--- config.mk ---
export PLATFORM = sky130hd
export DESIGN_NAME = sm_addsub_seq
export DESIGN_NICKNAME = d
export VERILOG_FILES = /design/src/rtl/sm_addsub_pkg.sv /design/src/rtl/sm_addsub_uc.sv /design/src/rtl/sm_addsub_seq.sv
export SDC_FILE = /design/constraint.sdc
export NUM_CORES = 1
export LEC_CHECK = 0
export ABC_AREA = 1
export CAP_MARGIN = 20
export CORE_UTILIZATION = 50
export CTS_BUF_LIST = sky130_fd_sc_hd__clkbuf_4
export CTS_CLUSTER_DIAMETER = 60
export CTS_CLUSTER_SIZE = 28
export DETAILED_ROUTE_END_ITERATION = 16
export PLACE_DENSITY = 0.79
export SLEW_MARGIN = 20
export SYNTH_ARGS = -nofsm -noshare
export SYNTH_HDL_FRONTEND = slang
export SYNTH_SLANG_ARGS = --single-unit
--- constraint.sdc ---
create_clock -name clk -period 2.2 [get_ports clk]
set_clock_uncertainty 0.15 [all_clocks]
set_input_delay 0.22 -clock clk [delete_from_list [all_inputs] [get_ports clk]]
set_output_delay 0.22 -clock clk [all_outputs]
set_load 0.005 [all_outputs]
--- src/rtl/sm_addsub_pkg.sv ---
// Shared types and constants for the sequential sign-magnitude adder/subtractor.
package sm_addsub_pkg;

  typedef enum logic [2:0] {
    S_IDLE,
    S_MAG,
    S_COMP,
    S_ADDSUB,
    S_STORE,
    S_DONE
  } state_t;

  localparam logic OP_ADD = 1'b0;
  localparam logic OP_SUB = 1'b1;

endpackage

--- src/rtl/sm_addsub_uc.sv ---
// Control FSM: walks IDLE->MAG->COMP->ADDSUB->STORE->DONE and emits one datapath
// enable per state; busy/done are Moore outputs decoded from the state register.
module sm_addsub_uc
  import sm_addsub_pkg::*;
(
  input  logic clk,
  input  logic RESET_n,
  input  logic start,
  output logic load_ab,
  output logic load_mag,
  output logic comp,
  output logic add_sub,
  output logic load_res,
  output logic done,
  output logic busy
);

  state_t state_q, state_d;

  // NOTE: sequential state uses non-blocking assignments so every register
  // samples pre-edge values, independent of process ordering.
  always_ff @(posedge clk or negedge RESET_n) begin
    if (!RESET_n) state_q <= S_IDLE;
    else          state_q <= state_d;
  end

  // NOTE: every combinational output gets a default first, so no path through
  // the case statement leaves a signal unassigned and infers a latch.
  always_comb begin
    state_d = state_q;
    unique case (state_q)
      S_IDLE:   if (start) state_d = S_MAG;
      S_MAG:    state_d = S_COMP;
      S_COMP:   state_d = S_ADDSUB;
      S_ADDSUB: state_d = S_STORE;
      S_STORE:  state_d = S_DONE;
      S_DONE:   state_d = S_IDLE;
      default:  state_d = S_IDLE;
    endcase
  end

  always_comb begin
    load_ab  = (state_q == S_IDLE) && start;
    load_mag = (state_q == S_MAG);
    comp     = (state_q == S_COMP);
    add_sub  = (state_q == S_ADDSUB);
    load_res = (state_q == S_STORE);
    done     = (state_q == S_DONE);
    busy     = (state_q != S_IDLE);
  end

endmodule

--- src/rtl/sm_addsub_seq.sv ---
// Sequential N-bit signed add/subtract via sign-magnitude datapath.
// Define SM_ADDSUB_SAT_EN to saturate the result on overflow instead of wrapping.
module sm_addsub_seq
  import sm_addsub_pkg::*;
#(
  parameter int N = 5
) (
  input  logic         clk,
  input  logic         RESET_n,
  input  logic         start,
  input  logic         op,
  input  logic [N-1:0] a,
  input  logic [N-1:0] b,
  output logic [N-1:0] result,
  output logic         ovf,
  output logic         busy,
  output logic         done
);

  localparam logic [N:0]   HALF    = {1'b0, 1'b1, {(N-1){1'b0}}};
  localparam logic [N:0]   HALF_M1 = {2'b00, {(N-1){1'b1}}};
  localparam logic [N-1:0] POS_MAX = {1'b0, {(N-1){1'b1}}};
  localparam logic [N-1:0] NEG_MIN = {1'b1, {(N-1){1'b0}}};

  logic load_ab, load_mag, comp, add_sub, load_res;

  sm_addsub_uc u_uc (
    .clk      (clk),
    .RESET_n  (RESET_n),
    .start    (start),
    .load_ab  (load_ab),
    .load_mag (load_mag),
    .comp     (comp),
    .add_sub  (add_sub),
    .load_res (load_res),
    .done     (done),
    .busy     (busy)
  );

  logic [N-1:0] a_q, b_q, mag_a, mag_b;
  logic         op_q, sign_a, sign_b, signs_eq, a_ge, sign_r;
  logic [N:0]   mag_r;

  // ADDSUB stage: combine magnitudes; equal magnitudes of opposite sign give +0.
  logic [N:0]   sum_w, diff_w, mag_w;
  logic         sign_w;
  always_comb begin
    sum_w  = {1'b0, mag_a} + {1'b0, mag_b};
    diff_w = a_ge ? {1'b0, mag_a - mag_b} : {1'b0, mag_b - mag_a};
    mag_w  = signs_eq ? sum_w : diff_w;
    if (signs_eq)          sign_w = sign_a;
    else if (diff_w == '0) sign_w = 1'b0;
    else                   sign_w = a_ge ? sign_a : sign_b;
  end

  // STORE stage: overflow judged on the magnitude so the N+1-bit exact value
  // never has to be materialised; the low N bits are the wrapped result.
  logic [N-1:0] exact_lo, res_w;
  logic         ovf_w;
  always_comb begin
    exact_lo = sign_r ? -mag_r[N-1:0] : mag_r[N-1:0];
    ovf_w    = sign_r ? (mag_r > HALF) : (mag_r > HALF_M1);
`ifdef SM_ADDSUB_SAT_EN
    res_w    = ovf_w ? (sign_r ? NEG_MIN : POS_MAX) : exact_lo;
`else
    res_w    = exact_lo;
`endif
  end

  // NOTE: all datapath registers are reset so an aborted request leaves no
  // stale operands or result behind.
  always_ff @(posedge clk or negedge RESET_n) begin
    if (!RESET_n) begin
      a_q      <= '0;
      b_q      <= '0;
      op_q     <= 1'b0;
      sign_a   <= 1'b0;
      sign_b   <= 1'b0;
      mag_a    <= '0;
      mag_b    <= '0;
      signs_eq <= 1'b0;
      a_ge     <= 1'b0;
      mag_r    <= '0;
      sign_r   <= 1'b0;
      result   <= '0;
      ovf      <= 1'b0;
    end else begin
      if (load_ab) begin
        a_q  <= a;
        b_q  <= b;
        op_q <= op;
      end
      if (load_mag) begin
        sign_a <= a_q[N-1];
        sign_b <= b_q[N-1] ^ (op_q == OP_SUB);
        mag_a  <= a_q[N-1] ? -a_q : a_q;
        mag_b  <= b_q[N-1] ? -b_q : b_q;
      end
      if (comp) begin
        signs_eq <= (sign_a == sign_b);
        a_ge     <= (mag_a >= mag_b);
      end
      if (add_sub) begin
        mag_r  <= mag_w;
        sign_r <= sign_w;
      end
      if (load_res) begin
        result <= res_w;
        ovf    <= ovf_w;
      end
    end
  end

endmodule

==> results of run 1 <==
==> worst max-delay path by stage <==
| stage | startpoint | endpoint | slack, ns | cells after the start |
|---|---|---|---|---|
| after floorplan | mag_a[0]$_DFFE_PN0N_ | sign_r$_DFFE_PN0N_ | 0.43 | 10 |
| after global routing | mag_a[0]$_DFFE_PN0N_ | sign_r$_DFFE_PN0N_ | 0.12 | 11 |
| final | u_uc.state_q[2]$_DFFE_PN0P_ | done | 0.23 | 3 |
| after CTS | u_uc.state_q[2]$_DFFE_PN0P_ | done | 0.22 | 3 |
| after global placement | mag_b[0]$_DFFE_PN0N_ | sign_r$_DFFE_PN0N_ | 0.34 | 11 |
| after detailed placement | mag_b[0]$_DFFE_PN0N_ | sign_r$_DFFE_PN0N_ | 0.30 | 11 |
==> metrics by stage <==
| step | instance area [um2] | power, mW |
|---|---|---|
| after floorplan | 2410 | 3.13 |
| after global placement | 2670 | 3.66 |
| after detailed placement | 2670 | 3.74 |
| after CTS | 2740 | 4.13 |
| after global routing | 2740 | 4.53 |
| final | 2740 | 4.09 |
==> area by class of cell <==
class	instances	area, um2	share of cell area, %
Tap cell	52	65.1	2.38
Timing Repair Buffer	24	243	8.87
Multi-Input combinational cell	191	1200	43.7
Inverter	40	150	5.49
Clock buffer	6	45.0	1.65
Sequential cell	41	1030	37.5
Clock inverter	2	10.0	0.366
==> synthesized netlist by cell type <==
master | instances | area share [%]
nand2_1 | 62 | 9.7
dfrtp_1 | 41 | 43
inv_1 | 35 | 5.5
nor2_1 | 20 | 3.1
ha_1 | 17 | 8.8
nand3_1 | 14 | 2.9
o21ai_0 | 14 | 2.9
a21oi_1 | 13 | 2.7
o21ai_1 | 10 | 2.1
xor2_1 | 9 | 3.3
buf_2 | 5 | 1.0
inv_2 | 5 | 0.78
mux2_1 | 4 | 1.9
a22oi_1 | 3 | 0.93
fa_1 | 3 | 2.5
a31oi_1 | 2 | 0.52
mux2_4 | 2 | 1.2
nand3_4 | 2 | 1.5
nor3_1 | 2 | 0.42
o22ai_1 | 2 | 0.52
o31ai_1 | 2 | 0.62
a211oi_2 | 1 | 0.52
buf_6 | 1 | 0.47
mux2_2 | 1 | 0.47
nand4_1 | 1 | 0.26
nor2_2 | 1 | 0.26
nor2_4 | 1 | 0.47
nor3_2 | 1 | 0.42
o211ai_1 | 1 | 0.31
o221ai_1 | 1 | 0.36
o41ai_2 | 1 | 0.68
xnor2_1 | 1 | 0.36
==> cells by family after synthesis <==
group	share of synthesized area [%]
xor gates and xnor gates	3.64
and+or+nand+nor	19.0
buffers and inverters	7.74
AOI/OAI and AO/OA	12.2
muxes	3.58
adders and majority gates	11.3
DFF	42.6
==> repair_timing <==
item,CTS,global route
hold endpoints to repair,20,0
endpoints found under the setup margin,0,0
hold buffers,1,0
setup buffers,0,0
==> state kept, by name, indices dropped and copies added (netlist names) <==
name	cells
b_q	5
sign_b	1
sign_a	1
sign_r	1
mag_b	5
op_q	1
mag_a	5
ovf	1
a_ge	1
signs_eq	1
u_uc.state_q	3
a_q	5
mag_r	6
result	5
==> power by group <==
group	switching, mW	internal, mW	total (mW)
clock	0.242	0.134	0.376
combinational	1.29	0.956	2.25
sequential	0.359	1.10	1.46
==> metal layers <==
metal	GRT usage, %	routed length, um	share of wire [%]	vias up
li1	-	-	-	953
met1	23.4	2020	46	845
met2	37.1	2260	51	27
met3	3.80	104	2.3	7
met4	5.56	42	0.95	0
met5	0	0	0	-
==> results.py, run 1 <==
metrics = {
    "sta": {
        "worst_slack_ns": 0.231,
        "hold_viol": 0,
        "finalSetupViolCount": 0,
        "slew_headroom_pct": 65.6,
        "worst_slew_pin_slew_ns": 0.515,
        "whs_ns": 0.219,
        "period_share_pct": 89.5,
        "fin_crit_ns": 1.97,
        "fmaxAchievable_ghz": 0.508,
        "finalSetupTns_ns": 0,
        "maxSlewViolCount": 0,
        "rsz0062_at_grt": "false",
    },
    "grt": {
        "antenna_found_initial": 0,
        "track_usage_pct": 20.0,
        "grt_max_degree": 22,
        "grt_pass1_vias": 1848,
        "grt_pass1_wl_um": 7890,
        "grt_overflow": 0,
    },
    "placed_design": {
        "gp_congestion": 0.899,
        "post-place-ws_ns": 0.299,
        "hpwlAfterDp_um": 3540,
        "place_inst": 347,
        "portBuffers": 21,
    },
    "floorplan": {
        "die_area_um2": 5100,
        "core_area_um2": 4500,
        "num_rows": 24,
        "start_util_pct": 53.5,
        "fp.dieW_um": 71.4,
        "die_h_um": 71.4,
        "io_pins": 22,
    },
    "status": {
        "status": "finished, violations left",
        "violations": "design-rule violations",
    },
    "routing": {
        "dr.pass1.iters": 10,
        "vias": 1832,
        "drtIter0Drc": 82,
        "ant_nets": 0,
        "drc": 4,
        "viasPerCell": 5.15,
        "avgRoutedWirePerCell_um": 12.4,
        "wl_um": 4430,
    },
    "clocking": {
        "cts_resized": 0,
        "clock_path_buffers": 2,
        "cts_buffers": 5,
        "clk_pin_slew_ns": 0.12,
        "numClockSinks": 41,
        "cts_tree": "built",
        "htreeDepth": 2,
        "cts-root-buf": "clkbuf_4",
        "clkLatencyLatePin_ns": 0.35,
    },
    "power": {
        "power_density_nw_per_um2": 1490,
        "p_leak_nw": 1.37,
        "ir_drop_mv": 0.736,
    },
    "setup_path": {
        "crit_family": "buffers and inverters",
        "start_kind": "flop",
        "r2r_slack_ns": 0.27,
        "cp_num_buf_inv": 2,
        "cpPeakStageDelay_ns": 0.53,
        "slowest_stage": "clkdlybuf4s50_1",
        "r2r-end": "sign_r$_DFFE_PN0N_",
        "regToRegStartpoint": "mag_b[0]$_DFFE_PN0N_",
        "required_ns": 1.83,
        "end_kind": "output port",
        "cp_cell_sequence": "inv_2, nor3_1, clkdlybuf4s50_1",
        "cp_data_arrival_time_ns": 1.60,
        "worstSetupPathType": "flop to output port",
        "cp_max_fo": 4,
        "rr_worst_depth": 11,
    },
    "logic_synthesis": {
        "synth_warnings": 0,
        "synthesis.area_um2": 2410,
        "synth_seq_cells": 41,
        "ys_types": 32,
        "yosysSeqAreaShare_pct": 42.6,
        "syn_avg_cell_area_um2": 8.66,
        "synth_cells": 278,
        "syn_nets": 312,
    },
    "layout": {
        "diodes": 0,
        "area_growth_pct": 13.6,
        "drive_above_1_share_pct": 8.55,
        "final_cell_mix": "62 x nand2_1, 41 x dfrtp_1, 35 x inv_1, 20 x nor2_1, 20 x clkdlybuf4s50_1",
        "fillers": 409,
        "final_util_pct": 60.7,
        "nets": 337,
        "instances_no_fill": 356,
        "final_common_cell": "nand2_1",
    },
    "hold_path": {
        "min_path_type": "input port to async pin",
    },
    "run": {
        "drv_cap": 0,
    },
}
No activity file was read; power rests on OpenSTA's default activity.
==> inputs of run 2 (changes only) <==
REMOVE_ABC_BUFFERS = 1   (was not set)
==> run 2 against run 1 <==
  * The flow still finishes with violations (design-rule violations)
  * Flip-flop and latch count did not move
  * Combinational power barely moved
  * Non-clock buffer count rose by 1
  * Worst setup slack got worse by 0.056 ns
  * Core utilization fell by 0.14 points
  * Sequential share of layout area rose by 0.086 points
  * Total power rose by 0.13%
  * Largest power group unchanged
==> results.py, run 2 (synthesis gave the netlist of run 1 again) <==
metrics = {
    "grt": {
        "grt_pass1_wl_um": 7850,
        "track_usage_pct": 19.8,
        "antenna_found_initial": 0,
        "grt_max_degree": 27,
        "grt_overflow": 0,
        "grt_pass1_vias": 1783,
    },
    "setup_path": {
        "required_ns": 1.83,
        "cp.depth": 3,
        "crit_family": "buffers and inverters",
        "cp_max_fo": 4,
        "r2r-end": "sign_r$_DFFE_PN0N_",
        "crit_end": "done",
        "rr_worst_depth": 11,
        "r2r_slack_ns": 0.25,
        "cpPeakStageDelay_ns": 0.53,
        "startpoint": "u_uc.state_q[2]$_DFFE_PN0P_",
        "worstSetupPathType": "flop to output port",
        "end_kind": "output port",
        "cp_num_buf_inv": 2,
        "regToRegStartpoint": "mag_a[0]$_DFFE_PN0N_",
        "start_kind": "flop",
        "cp_cell_sequence": "inv_2, nor3_1, clkdlybuf4s50_1",
        "cp_data_arrival_time_ns": 1.66,
        "slowest_stage": "clkdlybuf4s50_1",
    },
    "status": {
        "violations": "design-rule violations",
        "status": "finished, violations left",
    },
    "floorplan": {
        "start_util_pct": 53.5,
        "core_area_um2": 4500,
        "num_rows": 24,
        "die_h_um": 71.4,
        "die_area_um2": 5100,
        "io_pins": 22,
        "fp.dieW_um": 71.4,
    },
    "routing": {
        "viasPerCell": 5.21,
        "wl_um": 4440,
        "dr.pass1.iters": 10,
        "ant_nets": 0,
        "vias": 1856,
        "drc": 2,
        "avgRoutedWirePerCell_um": 12.5,
        "drtIter0Drc": 74,
    },
    "clocking": {
        "cts-root-buf": "clkbuf_4",
        "numClockSinks": 41,
        "clk_pin_slew_ns": 0.12,
        "cts_resized": 0,
        "cts_setup_buffers": 0,
        "ctsHoldBuffers": 1,
        "clkLatencyLatePin_ns": 0.36,
        "clock_path_buffers": 2,
        "htreeDepth": 2,
        "cts_tree": "built",
        "cts_buffers": 5,
    },
    "layout": {
        "final_cell_mix": "62 x nand2_1, 41 x dfrtp_1, 35 x inv_1, 20 x nor2_1, 20 x clkdlybuf4s50_1",
        "final_area_um2": 2730,
        "largest_reg_flops": 6,
        "nets": 338,
        "drive_above_1_share_pct": 8.55,
        "regMostFlops": "mag_r",
        "area_growth_pct": 13.3,
        "final_common_cell": "nand2_1",
        "fillers": 401,
        "diodes": 0,
        "final_util_pct": 60.6,
    },
    "sta": {
        "slew_headroom_pct": 59.4,
        "fin_crit_ns": 2.03,
        "finalSetupViolCount": 0,
        "fmaxAchievable_ghz": 0.494,
        "maxSlewViolCount": 0,
        "worst_slew_pin_slew_ns": 0.609,
        "hold_viol": 0,
        "period_share_pct": 92.1,
        "worst_slack_ns": 0.175,
        "finalSetupTns_ns": 0,
        "rsz0062_at_grt": "false",
    },
    "placed_design": {
        "post-place-ws_ns": 0.263,
        "portBuffers": 21,
        "hpwlAfterDp_um": 3460,
        "gp_congestion": 0.886,
        "place_area_um2": 2670,
    },
    "power": {
        "power_density_nw_per_um2": 1500,
        "finalPower_mw": 4.09,
        "ir_drop_mv": 0.831,
        "p_leak_nw": 1.36,
    },
    "hold_path": {
        "min_path_type": "input port to async pin",
    },
    "run": {
        "drv_cap": 0,
    },
}
==> run 2: changes by cell type in the layout (fill, tap and decap cells not counted), sizes merged <==
cell | previous run | this run
buf | 3 | 4
clkinv | 2 | 1
==> run 2: report_power, final <==
| group | switching [mW] | internal (mW) | leakage [nW] |
|---|---|---|---|
| registers | 0.350 | 1.10 | 0.499 |
| clock network | 0.256 | 0.134 | 0.0317 |
| logic | 1.30 | 0.955 | 0.831 |
| total | 1.90 | 2.19 | 1.36 |
==> run 2: worst register-to-register path: stages (launching register included) <==
cell and delay [ns]:
dfrtp_1 0.39, inv_1 0.07, ha_1 0.23, fa_1 0.39, inv_1 0.08, nand3_1 0.07, nand3_1 0.11, nand3_1 0.11
nand2_1 0.08, nand3_1 0.08, nand2_1 0.06, nand2_1 0.05
==> run 2: routing by layer <==
metal | track usage, % | up-vias | routed length [um]
met2 | 34.6 | 47 | 2290
met3 | 5.49 | 8 | 167
li1 | - | 953 | -
met4 | 6.67 | 0 | 59
met5 | 0 | - | 0
met1 | 23.6 | 848 | 1930
==> run 2: worst min-delay path by stage <==
stage	from	endpoint	slack (ns)	depth (start not counted)
final	RESET_n	result[1]$_DFFE_PN0N_	0.24	2
after global routing	b[1]	b_q[1]$_DFFE_PN0P_	0.26	3
after CTS	RESET_n	result[1]$_DFFE_PN0N_	0.25	2
after detailed placement	RESET_n	mag_r[3]$_DFFE_PN0N_	0.11	1
after global placement	RESET_n	mag_r[2]$_DFFE_PN0N_	0.11	1
after floorplan	RESET_n	a_ge$_DFFE_PN0P_	-0.23	0
==> run 2: layout make-up <==
type	count	area, um2	share of cell area [%]
Timing Repair Buffer	25	238	8.71
Sequential cell	41	1030	37.6
Multi-Input combinational cell	191	1200	43.8
Clock buffer	6	45.0	1.65
Clock inverter	1	8.76	0.321
Tap cell	52	65.1	2.38
Inverter	40	150	5.50
==> run 2: through the flow <==
step	hold slack (ns)	instances
finish	0.239	356
global route	0.262	356
CTS	0.252	356
detailed placement	0.112	348
global placement	0.108	348
floorplan	-0.226	272
==> inputs of run 3 (changes only) <==
CAP_MARGIN = not set   (was 20)
==> results of run 3 <==
Final layout, timing and power as in run 2 (identical DEF).
